### src/rtl/serial_add_seq.sv
// serial_add_seq: bit-serial WIDTH-bit adder driving an external registered 1-bit full-adder cell.
// Two cycles per bit (ISSUE lets the cell register, CAPT collects); result held until accepted.
module serial_add_seq #(
    parameter int WIDTH = 8
) (
    input  logic             clk,
    input  logic             rst,
    input  logic             in_valid,
    output logic             in_ready,
    input  logic [WIDTH-1:0] op_a,
    input  logic [WIDTH-1:0] op_b,
    input  logic             cin,
    output logic             out_valid,
    input  logic             out_ready,
    output logic [WIDTH-1:0] result,
    output logic             cout,
    output logic             busy,
    output logic             fa_a,
    output logic             fa_b,
    output logic             fa_c,
    input  logic             fa_sum,
    input  logic             fa_carry
);
    localparam int IW = WIDTH > 1 ? $clog2(WIDTH) : 1;
    typedef enum logic [1:0] {IDLE, ISSUE, CAPT, DONE} state_t;
    state_t state;
    logic [WIDTH-1:0] a_reg, b_reg;
    logic [IW-1:0] idx;
    assign in_ready = state == IDLE;
    assign busy = state != IDLE;
    // Operand registers keep the not-yet-issued bits right-aligned, so bit 0 is always the next one.
    always_ff @(posedge clk or posedge rst) begin
        if (rst) begin
            state <= IDLE;
            a_reg <= '0;
            b_reg <= '0;
            idx <= '0;
            result <= '0;
            cout <= 1'b0;
            out_valid <= 1'b0;
            fa_a <= 1'b0;
            fa_b <= 1'b0;
            fa_c <= 1'b0;
        end else begin
            case (state)
                IDLE: if (in_valid) begin
                    a_reg <= op_a >> 1;
                    b_reg <= op_b >> 1;
                    fa_a <= op_a[0];
                    fa_b <= op_b[0];
                    fa_c <= cin;
                    idx <= '0;
                    result <= '0;
                    state <= ISSUE;
                end
                ISSUE: state <= CAPT;
                CAPT: begin
                    result[idx] <= fa_sum;
                    if (idx == IW'(WIDTH - 1)) begin
                        cout <= fa_carry;
                        out_valid <= 1'b1;
                        state <= DONE;
                    end else begin
                        fa_a <= a_reg[0];
                        fa_b <= b_reg[0];
                        fa_c <= fa_carry;
                        a_reg <= a_reg >> 1;
                        b_reg <= b_reg >> 1;
                        idx <= idx + 1'b1;
                        state <= ISSUE;
                    end
                end
                default: if (out_ready) begin
                    out_valid <= 1'b0;
                    state <= IDLE;
                end
            endcase
        end
    end
endmodule

### config.mk
export PLATFORM = sky130hd
export DESIGN_NAME = serial_add_seq
export DESIGN_NICKNAME = d
export VERILOG_FILES = /design/src/rtl/serial_add_seq.sv
export SDC_FILE = /design/constraint.sdc
export NUM_CORES = 1
export LEC_CHECK = 0
export BUFFER_PORTS_ARGS = -buffer_cell sky130_fd_sc_hd__buf_4
export CAP_MARGIN = 30
export CORE_MARGIN = 2
export CORE_UTILIZATION = 53
export CTS_CLUSTER_DIAMETER = 60
export CTS_CLUSTER_SIZE = 20
export DETAILED_ROUTE_END_ITERATION = 16
export PLACE_DENSITY = 0.74
export SYNTH_ARGS = -nofsm -noshare
export SYNTH_HDL_FRONTEND = slang
export SYNTH_SLANG_ARGS = --single-unit
export TNS_END_PERCENT = 30
### constraint.sdc
create_clock -name clk -period 2.1 [get_ports clk]
set_input_delay 0.105 -clock clk [delete_from_list [all_inputs] [get_ports clk]]
set_output_delay 0.105 -clock clk [all_outputs]
set_load 0.1 [all_outputs]
---- Word-level counts from Yosys, hierarchy flattened ----
Index checks and enable logic that the tools add are counted.
storage, ports and cells
  output and inout bits ................... 15
  input bits .............................. 23
  register bits ........................... 34
cells by class
  equality and inequality tests ........... 6
  magnitude comparators ................... 2
  bitwise operators ....................... 1
  reduce and logical (&&, ||, !) cells .... 12
  add/sub/neg operators ................... 1
  mux-type cells .......................... 30
operators with widths
  operator               number
  $pmux W8 S2            3
  $mux W8                5
  $mux W1                9
  $bwmux W8              1
  $pmux W1 S2            4
  $mux W2                3
  $mux W3                2
  $ne A2 B2 Y1 const B   3
  $pmux W2 S3            1
  $pmux W3 S2            1
  $reduce_and A2 Y1      3
  $reduce_and A3 Y1      2
  $reduce_bool A2 Y1     3
  $lt A3 B4 Y1 const B   1
  $reduce_bool A4 Y1     1
  $add A3 B1 Y3 const B  1
  $demux W1 S3           1
  $eq A3 B3 Y1 const B   1
  $ge A3 B1 Y1 const B   1
  $eq A2 B1 Y1 const B   1
  $eq A2 B2 Y1 const B   1
  $logic_not A2 Y1       1
  $reduce_or A2 Y1       1
  $logic_and A1 B1 Y1    1
  $not A1 Y1             1

---- Logic depth before layout (Yosys ltp) ----
Gate-level depths: netlist of run 1.
  word-level depth ........................ 6
  mapped depth ............................ 6
  gate-level depth less buffers ........... 5

---- Least setup slack after synthesis of run 1 ----
No wires, ideal clock.
  kind .................................... reg2reg
  from .................................... reg state[0]
  to ...................................... reg result[7]
  stages on the path, launching flop included .. 6
  period minus slack after synthesis ...... 2223 ps
  data arrival time ....................... 2073 ps
  library setup time ...................... 150 ps
  buffers on the path ..................... 0
  path slack .............................. -123 ps
  cells stage by stage .................... dfrtp_1 inv_1 ha_1 inv_1 o211ai_1 o22ai_1
on the way
  word-level cells in the longest chain between the ends .. 3
  elaborated cells between the ends (all ways) .. 6
  classes of those cells .................. 2 x eq/ne; 1 x mux; 3 x reduce/logical
ends and longest elaborated chain
  element                                                                     line  text
  start, declared                                                             26    state_t state;
  start signal, assigned                                                      34    state <= IDLE;
  start signal, assigned                                                      54    state <= ISSUE;
  start signal, assigned                                                      56    ISSUE: state <= CAPT;
  $logic_not A2 Y1 (*)                                                        n/a
  via in_ready                                                                9     output logic in_ready,
  $ne A2 B2 Y1 (no source line) / $reduce_bool A2 Y1 (equally long branches)  n/a
  $reduce_and A2 Y1 (no source line)                                          n/a
  end signal, assigned by index                                               58    result[idx] <= fa_sum;
  end, declared                                                               15    output logic [WIDTH-1:0] result,
Mark *: on every way through the listed nets, which the timed path passes. The rest lies on a longest branch.
A chain may end at the register's enable or synchronous reset.

---- Worst setup path in the final report of run 1 ----
  from .................................... reg idx[1]
  to ...................................... reg a_reg[1]
on the way
  word-level cells in the longest chain between the ends .. 3
ends and longest elaborated chain
  element                             line  text
  start, declared                     28    logic [IW-1:0] idx;
  start signal, assigned              69    idx <= idx + 1'b1;
  $eq A3 B3 Y1                        59    if (idx == IW'(WIDTH - 1)) begin
  $ne A2 B2 Y1 (no source line)       n/a
  $reduce_and A3 Y1 (no source line)  n/a
  end signal, assigned                47    a_reg <= op_a >> 1;
  end signal, assigned                67    a_reg <= a_reg >> 1;
  end, declared                       27    logic [WIDTH-1:0] a_reg, b_reg;
No other way between the ends.

==> results of run 1 <==
[timing repair]
item / in CTS / in global routing
hold endpoints to repair: 32 / 0
hold buffers: 1 / 0
resized for setup: 0 / 0
[power groups by stage]
stage	clock, W	combinational [W]	sequential (W)
2_1_floorplan	0	0.00129	0.00136
3_5_place_dp	0	0.00203	0.000996
4_1_cts	0.000305	0.00204	0.000985
6_report	0.000292	0.00202	0.000983
3_3_place_gp	0	0.00198	0.000982
5_1_grt	0.000337	0.00215	0.00101
[path summary, 6_finish.rpt]
path	cells past startpoint	slack [ns]	endpoint	start
setup / recovery	5	0.21	a_reg[1]$_DFFE_PP0P_	idx[1]$_DFFE_PP0P_
hold / removal	2	0.03	cout$_DFFE_PP0P_	fa_carry
setup reg to reg	5	0.21	a_reg[1]$_DFFE_PP0P_	idx[1]$_DFFE_PP0P_
hold reg to reg	1	0.49	a_reg[0]$_DFFE_PP0P_	a_reg[0]$_DFFE_PP0P_
max in group asynchronous	4	1.39	state[0]$_DFFE_PP0P_	rst
min in group asynchronous	4	0.42	b_reg[3]$_DFFE_PP0P_	rst
[placed cells by master, fill, tap and decap left out, drive strengths merged]
master | Yosys | routed
a211oi | 2 | 2
dfrtp | 32 | 32
nand2 | 3 | 3
o211ai | 1 | 1
nor3 | 1 | 1
nand3b | 3 | 3
mux2 | 36 | 36
or3b | 3 | 3
dlygate4sd3 | 0 | 1
or3 | 1 | 1
mux2i | 5 | 5
a21oi | 8 | 8
o22ai | 8 | 8
inv | 15 | 15
nand2b | 1 | 1
nor2b | 4 | 4
clkbuf | 1 | 5
nor2 | 3 | 3
ha | 7 | 7
buf | 5 | 43
nand3 | 1 | 1
[worst max-delay path: stages, from the launching register on]
cell      delay, ns
dfrtp_1        0.47
ha_1           0.22
ha_1           0.23
a211oi_4       0.29
buf_12         0.20
mux2_2         0.35
[stage by stage]
step | utilization | setup slack, ns | power, W
finish | 0.6866 | 0.2073 | 0.003290
global route | 0.6866 | 0.1247 | 0.003501
CTS | 0.6866 | 0.2033 | 0.003331
detailed placement | 0.6711 | 0.2211 | 0.003028
global placement | 0.6711 | 0.2722 | 0.002965
floorplan | - | 0.2272 | 0.002646
[area by class of cell]
| type | instances | area (um^2) | share of cell area |
|---|---|---|---|
| clock buffers | 5 | 37.54 | 0.01776 |
| inverters | 15 | 56.30 | 0.02664 |
| multi-input cells | 87 | 818.3 | 0.3872 |
| flip-flops and latches | 32 | 800.8 | 0.3789 |
| well taps | 44 | 55.05 | 0.02605 |
| repair buffers | 44 | 345.3 | 0.1634 |
[logic make-up after synthesis]
group,count (synthesis),share of synthesized area
mux,41,0.2760
flops,32,0.4661
buf+inv,21,0.05899
simple gates,20,0.07211
compound gates,19,0.07575
fa+ha+maj,7,0.05098
[metal layers]
| metal | track usage | vias up | part of all wire |
|---|---|---|---|
| met5 | 0 | - | 0 |
| met4 | 0.08385 | 0 | 0.020 |
| met3 | 0.06610 | 5 | 0.048 |
| met2 | 0.2934 | 31 | 0.50 |
| met1 | 0.2182 | 574 | 0.43 |
| li1 | - | 579 | - |
==> results.sh, run 1 <==
export IMPL_critPathKind="reg -> reg"
export IMPL_switchingPower_w=0.001488
export IMPL_fmax_mhz=528.3
export IMPL_dp_cells=221
export IMPL_fillers=247
export IMPL_cts_tree="built"
export IMPL_synth_edff_count=0
export IMPL_p_sw_frac=0.4523
export IMPL_ys_warn_count=0
export IMPL_cp_end_kind="flip-flop"
export IMPL_min_path_type="in -> reg"
export IMPL_ios=38
export IMPL_largest_reg_flops=8
export IMPL_fp_dieH_um=60.93
export IMPL_via_count=1189
export IMPL_internal_power_w=0.001802
export IMPL_worst_slew_pin_slew_ns=0.5899
export IMPL_viasPerCell=5.238
export IMPL_dp_hpwl_um=2193
export IMPL_final_setup_tns_ns=0
export IMPL_grt_pass1_wl_um=4830
export IMPL_first_pass_iters=4
export IMPL_grtUsageTotal=0.1822
export IMPL_synth_cell_types=28
export IMPL_setup_viol=0
export IMPL_final_nets=215
export IMPL_insertion_delay_ns=0.32
export IMPL_seq_area_frac_synth=0.4661
export IMPL_ys_flop_type="dfrtp_1"
export IMPL_synth_largest_area_cell="dfrtp_1"
export IMPL_cp_required_ns=2.31
export IMPL_fp_coreArea_um2=3078
export IMPL_place_area_um2=2066
export IMPL_status="complete, no violations"
export IMPL_cap_violations=0
export IMPL_antenna_found_initial=0
export IMPL_area_delta_synth_final_pct=23.02
export IMPL_grt_pass1_vias=1141
export IMPL_fin_crit_ns=1.893
export IMPL_syn_area_um2=1718
export IMPL_clk_pin_slew_ns=0.08
export IMPL_rows=20
export IMPL_synth_area_leaders="dfrtp_1, mux2_2, ha_1"
export IMPL_routabilityCongestion=0.7535
export IMPL_slew_limit_headroom=0.6050
export IMPL_synth_avg_cell_area_um2=12.27
export IMPL_hold_ws_ns=0.02582
export IMPL_fp_dieW_um=60.93
export IMPL_seqPwrFrac=0.299
export IMPL_vdd_drop_max_uv=1107
export IMPL_clockPowerShare=0.089
export IMPL_drive_above_1_share=0.4590
export IMPL_async_flop_share=1.000
export IMPL_wl_per_cell_um=13.00
export IMPL_ys_top_cells_by_count="dfrtp_1, mux2_2, inv_1, a21oi_1, o22ai_1"
export IMPL_grt_overflow_total=0
export IMPL_drc=0
export IMPL_die_area_um2=3712
export IMPL_finalInstanceArea_um2=2113
export IMPL_postCtsSetupBuffers=0
export IMPL_hold_viol=0
export IMPL_slew_violations=0
export IMPL_cp_start_kind="flip-flop"
export IMPL_cts_buffers_inserted=5
export IMPL_p_leak_nw=0.9825
export IMPL_cts_sinks=32
export IMPL_worst_ep_arrival_time_ns=2.10
export IMPL_pwr_share_comb=0.613
export IMPL_ant_nets=0
export IMPL_synth_most_common_cell="dfrtp_1"
export IMPL_timing_final_crit_share=0.9013
export IMPL_synth_nets=170
export IMPL_power_density_nw_per_um2=1557
export IMPL_skew_ns=0.003880
export IMPL_cts_max_path_buffers=2
export IMPL_grt_max_degree=33
export IMPL_htreeDepth=2
export IMPL_drt_iter0_drc=14
export IMPL_wl_um=2951
export IMPL_cts_root_buf="clkbuf_4"
export IMPL_antenna_cells=0
export IMPL_final_instance_count_excl_fill=227
export IMPL_portBuffers=37
export IMPL_synth_top_area_frac=0.4661
export IMPL_start_util=0.5581
export IMPL_ys_seq_elements=32
export IMPL_grt_setup_unrepaired="false"
export IMPL_crit_fanout=20
export IMPL_syn_inst=140
No activity file was read; power rests on OpenSTA's default activity.
==> inputs of run 2 (changes only) <==
Settings changed: BUFFER_PORTS_ARGS -buffer_cell sky130_fd_sc_hd__buf_4 to unset, CORE_UTILIZATION 53 to 60, DONT_BUFFER_PORTS set to 1, PLACE_DENSITY 0.74 to 0.72.
==> run 2 against run 1 <==
Non-clock buffer count decreased by 21. Critical path depth increased by 1. Worst setup slack improved by 0.015 ns. Cell count decreased by 14%. Total power increased by 5.0%.
==> results.sh, run 2 (synthesis results as in run 1) <==
export IMPL_final_setup_tns_ns=0
export IMPL_post_place_ws_ns=0.2309
export IMPL_fp_dieW_um=57.51
export IMPL_seqPwrFrac=0.280
export IMPL_antenna_cells=0
export IMPL_hold_ws_ns=0.03577
export IMPL_timing_final_crit_share=0.8941
export IMPL_die_area_um2=3307
export IMPL_final_cell_mix="dfrtp_1, mux2_2, buf_4, inv_1"
export IMPL_whs_path_depth=2
export IMPL_r2r_end="a_reg[3]$_DFFE_PP0P_"
export IMPL_status="complete, no violations"
export IMPL_cts_root_buf="clkbuf_4"
export IMPL_rr_worst_depth=6
export IMPL_drive_above_1_share=0.3879
export IMPL_skew_ns=0.006113
export IMPL_fp_dieH_um=57.51
export IMPL_grt_max_degree=33
export IMPL_fmax_mhz=532.6
export IMPL_cp_end_kind="flip-flop"
export IMPL_switchingPower_w=0.001517
export IMPL_cp_required_ns=2.31
export IMPL_p_leak_nw=0.9037
export IMPL_ios=38
export IMPL_grt_setup_unrepaired="false"
export IMPL_routabilityCongestion=0.8308
export IMPL_cts_buffers_inserted=5
export IMPL_regToRegStartpoint="state[0]$_DFFE_PP0P_"
export IMPL_insertion_delay_ns=0.32
export IMPL_cts_max_path_buffers=2
export IMPL_crit_fanout=20
export IMPL_vdd_drop_max_uv=1411
export IMPL_final_common_cell="dfrtp_1"
export IMPL_use_met2=0.3214
export IMPL_dp_hpwl_um=2077
export IMPL_slew_violations=0
export IMPL_setup_viol=0
export IMPL_fp_coreArea_um2=2734
export IMPL_start_util=0.6284
export IMPL_final_nets=194
export IMPL_grt_pass1_wl_um=4988
export IMPL_clockPowerShare=0.132
export IMPL_cts_hold_buf=2
export IMPL_first_pass_iters=3
export IMPL_setup_ws_ns=0.2224
export IMPL_largest_reg_flops=8
export IMPL_grtUsageTotal=0.2016
export IMPL_met3_usage=0.05669
export IMPL_via_count=1069
export IMPL_pwr_share_comb=0.588
export IMPL_power_density_nw_per_um2=1733
export IMPL_ant_nets=0
export IMPL_worst_ep_arrival_time_ns=2.09
export IMPL_cp_start_kind="flip-flop"
export IMPL_cts_repair_resized=0
export IMPL_busiest_layer="met2"
export IMPL_area_delta_synth_final_pct=16.02
export IMPL_hold_end="fa_b$_DFFE_PP0P_"
export IMPL_portBuffers=0
export IMPL_wl_um=2915
export IMPL_cts_sinks=32
export IMPL_grtUsageMet1=0.2560
export IMPL_htreeDepth=2
export IMPL_p_sw_frac=0.4394
export IMPL_fin_crit_ns=1.878
export IMPL_wl_per_cell_um=14.87
export IMPL_cts_tree="built"
export IMPL_viasPerCell=5.454
export IMPL_worst_slew_pin_slew_ns=0.6448
export IMPL_postCtsSetupBuffers=0
export IMPL_critPathKind="reg -> reg"
export IMPL_reg2reg_slack_ns=0.22
export IMPL_cap_violations=0
export IMPL_grt_pass1_vias=1095
export IMPL_antenna_found_initial=0
export IMPL_drt_iter0_drc=17
export IMPL_rows=19
export IMPL_internal_power_w=0.001936
export IMPL_slew_limit_headroom=0.5683
export IMPL_drc=0
export IMPL_hp_start="op_b[0]"
export IMPL_min_path_type="in -> reg"
export IMPL_clk_pin_slew_ns=0.10
export IMPL_grt_overflow_total=0
export IMPL_hold_viol=0
run 2: power by group through the flow:
stage | Sequential, W | Clock, W | Combinational (W)
after floorplan | 0.00136 | 0 | 0.00129
after global placement | 0.000964 | 0 | 0.00198
after detailed placement | 0.000980 | 0 | 0.00204
after CTS | 0.000968 | 0.000469 | 0.00205
after global routing | 0.000994 | 0.000495 | 0.00218
final | 0.000965 | 0.000457 | 0.00203
run 2: worst max-delay path, stage by stage (launching register included):
cell and delay, ns:
dfrtp_1 0.39, inv_1 0.17, ha_1 0.32, nor2_1 0.12
a211oi_4 0.21, buf_12 0.21, mux2_2 0.35
run 2: worst max path at each step:
stage,slack (ns),start,end
after floorplan,0.23,state[0]$_DFFE_PP0P_,result[7]$_DFFE_PP0P_
after global placement,0.30,state[0]$_DFFE_PP0P_,fa_c$_DFFE_PP0P_
after detailed placement,0.23,state[0]$_DFFE_PP0P_,a_reg[3]$_DFFE_PP0P_
final,0.22,state[0]$_DFFE_PP0P_,a_reg[3]$_DFFE_PP0P_
after CTS,0.22,state[0]$_DFFE_PP0P_,a_reg[3]$_DFFE_PP0P_
after global routing,0.08,state[0]$_DFFE_PP0P_,b_reg[1]$_DFFE_PP0P_
run 2: cell type report:
type | count | area (um^2)
Timing Repair Buffer | 23 | 202.7
Inverter | 15 | 56.30
Sequential cell | 32 | 800.8
Multi-Input combinational cell | 87 | 818.3
Clock buffer | 6 | 41.29
Clock inverter | 2 | 35.03
Tap cell | 31 | 38.79
Fill cell | 208 | 740.7
run 2: per-layer routing:
layer,part of all wire,vias to the layer above
met3,0.043,6
met2,0.50,25
met5,0,-
li1,-,534
met4,0.019,0
met1,0.44,504
run 2: per-stage QoR:
step	power, W	area [um^2]	util	std cells
floorplan	0.002646	1720	-	140
global placement	0.002946	1897	0.6938	186
detailed placement	0.003024	1897	0.6938	186
CTS	0.003487	1993	0.7291	196
global route	0.003668	1993	0.7291	196
finish	0.003453	1993	0.7291	196
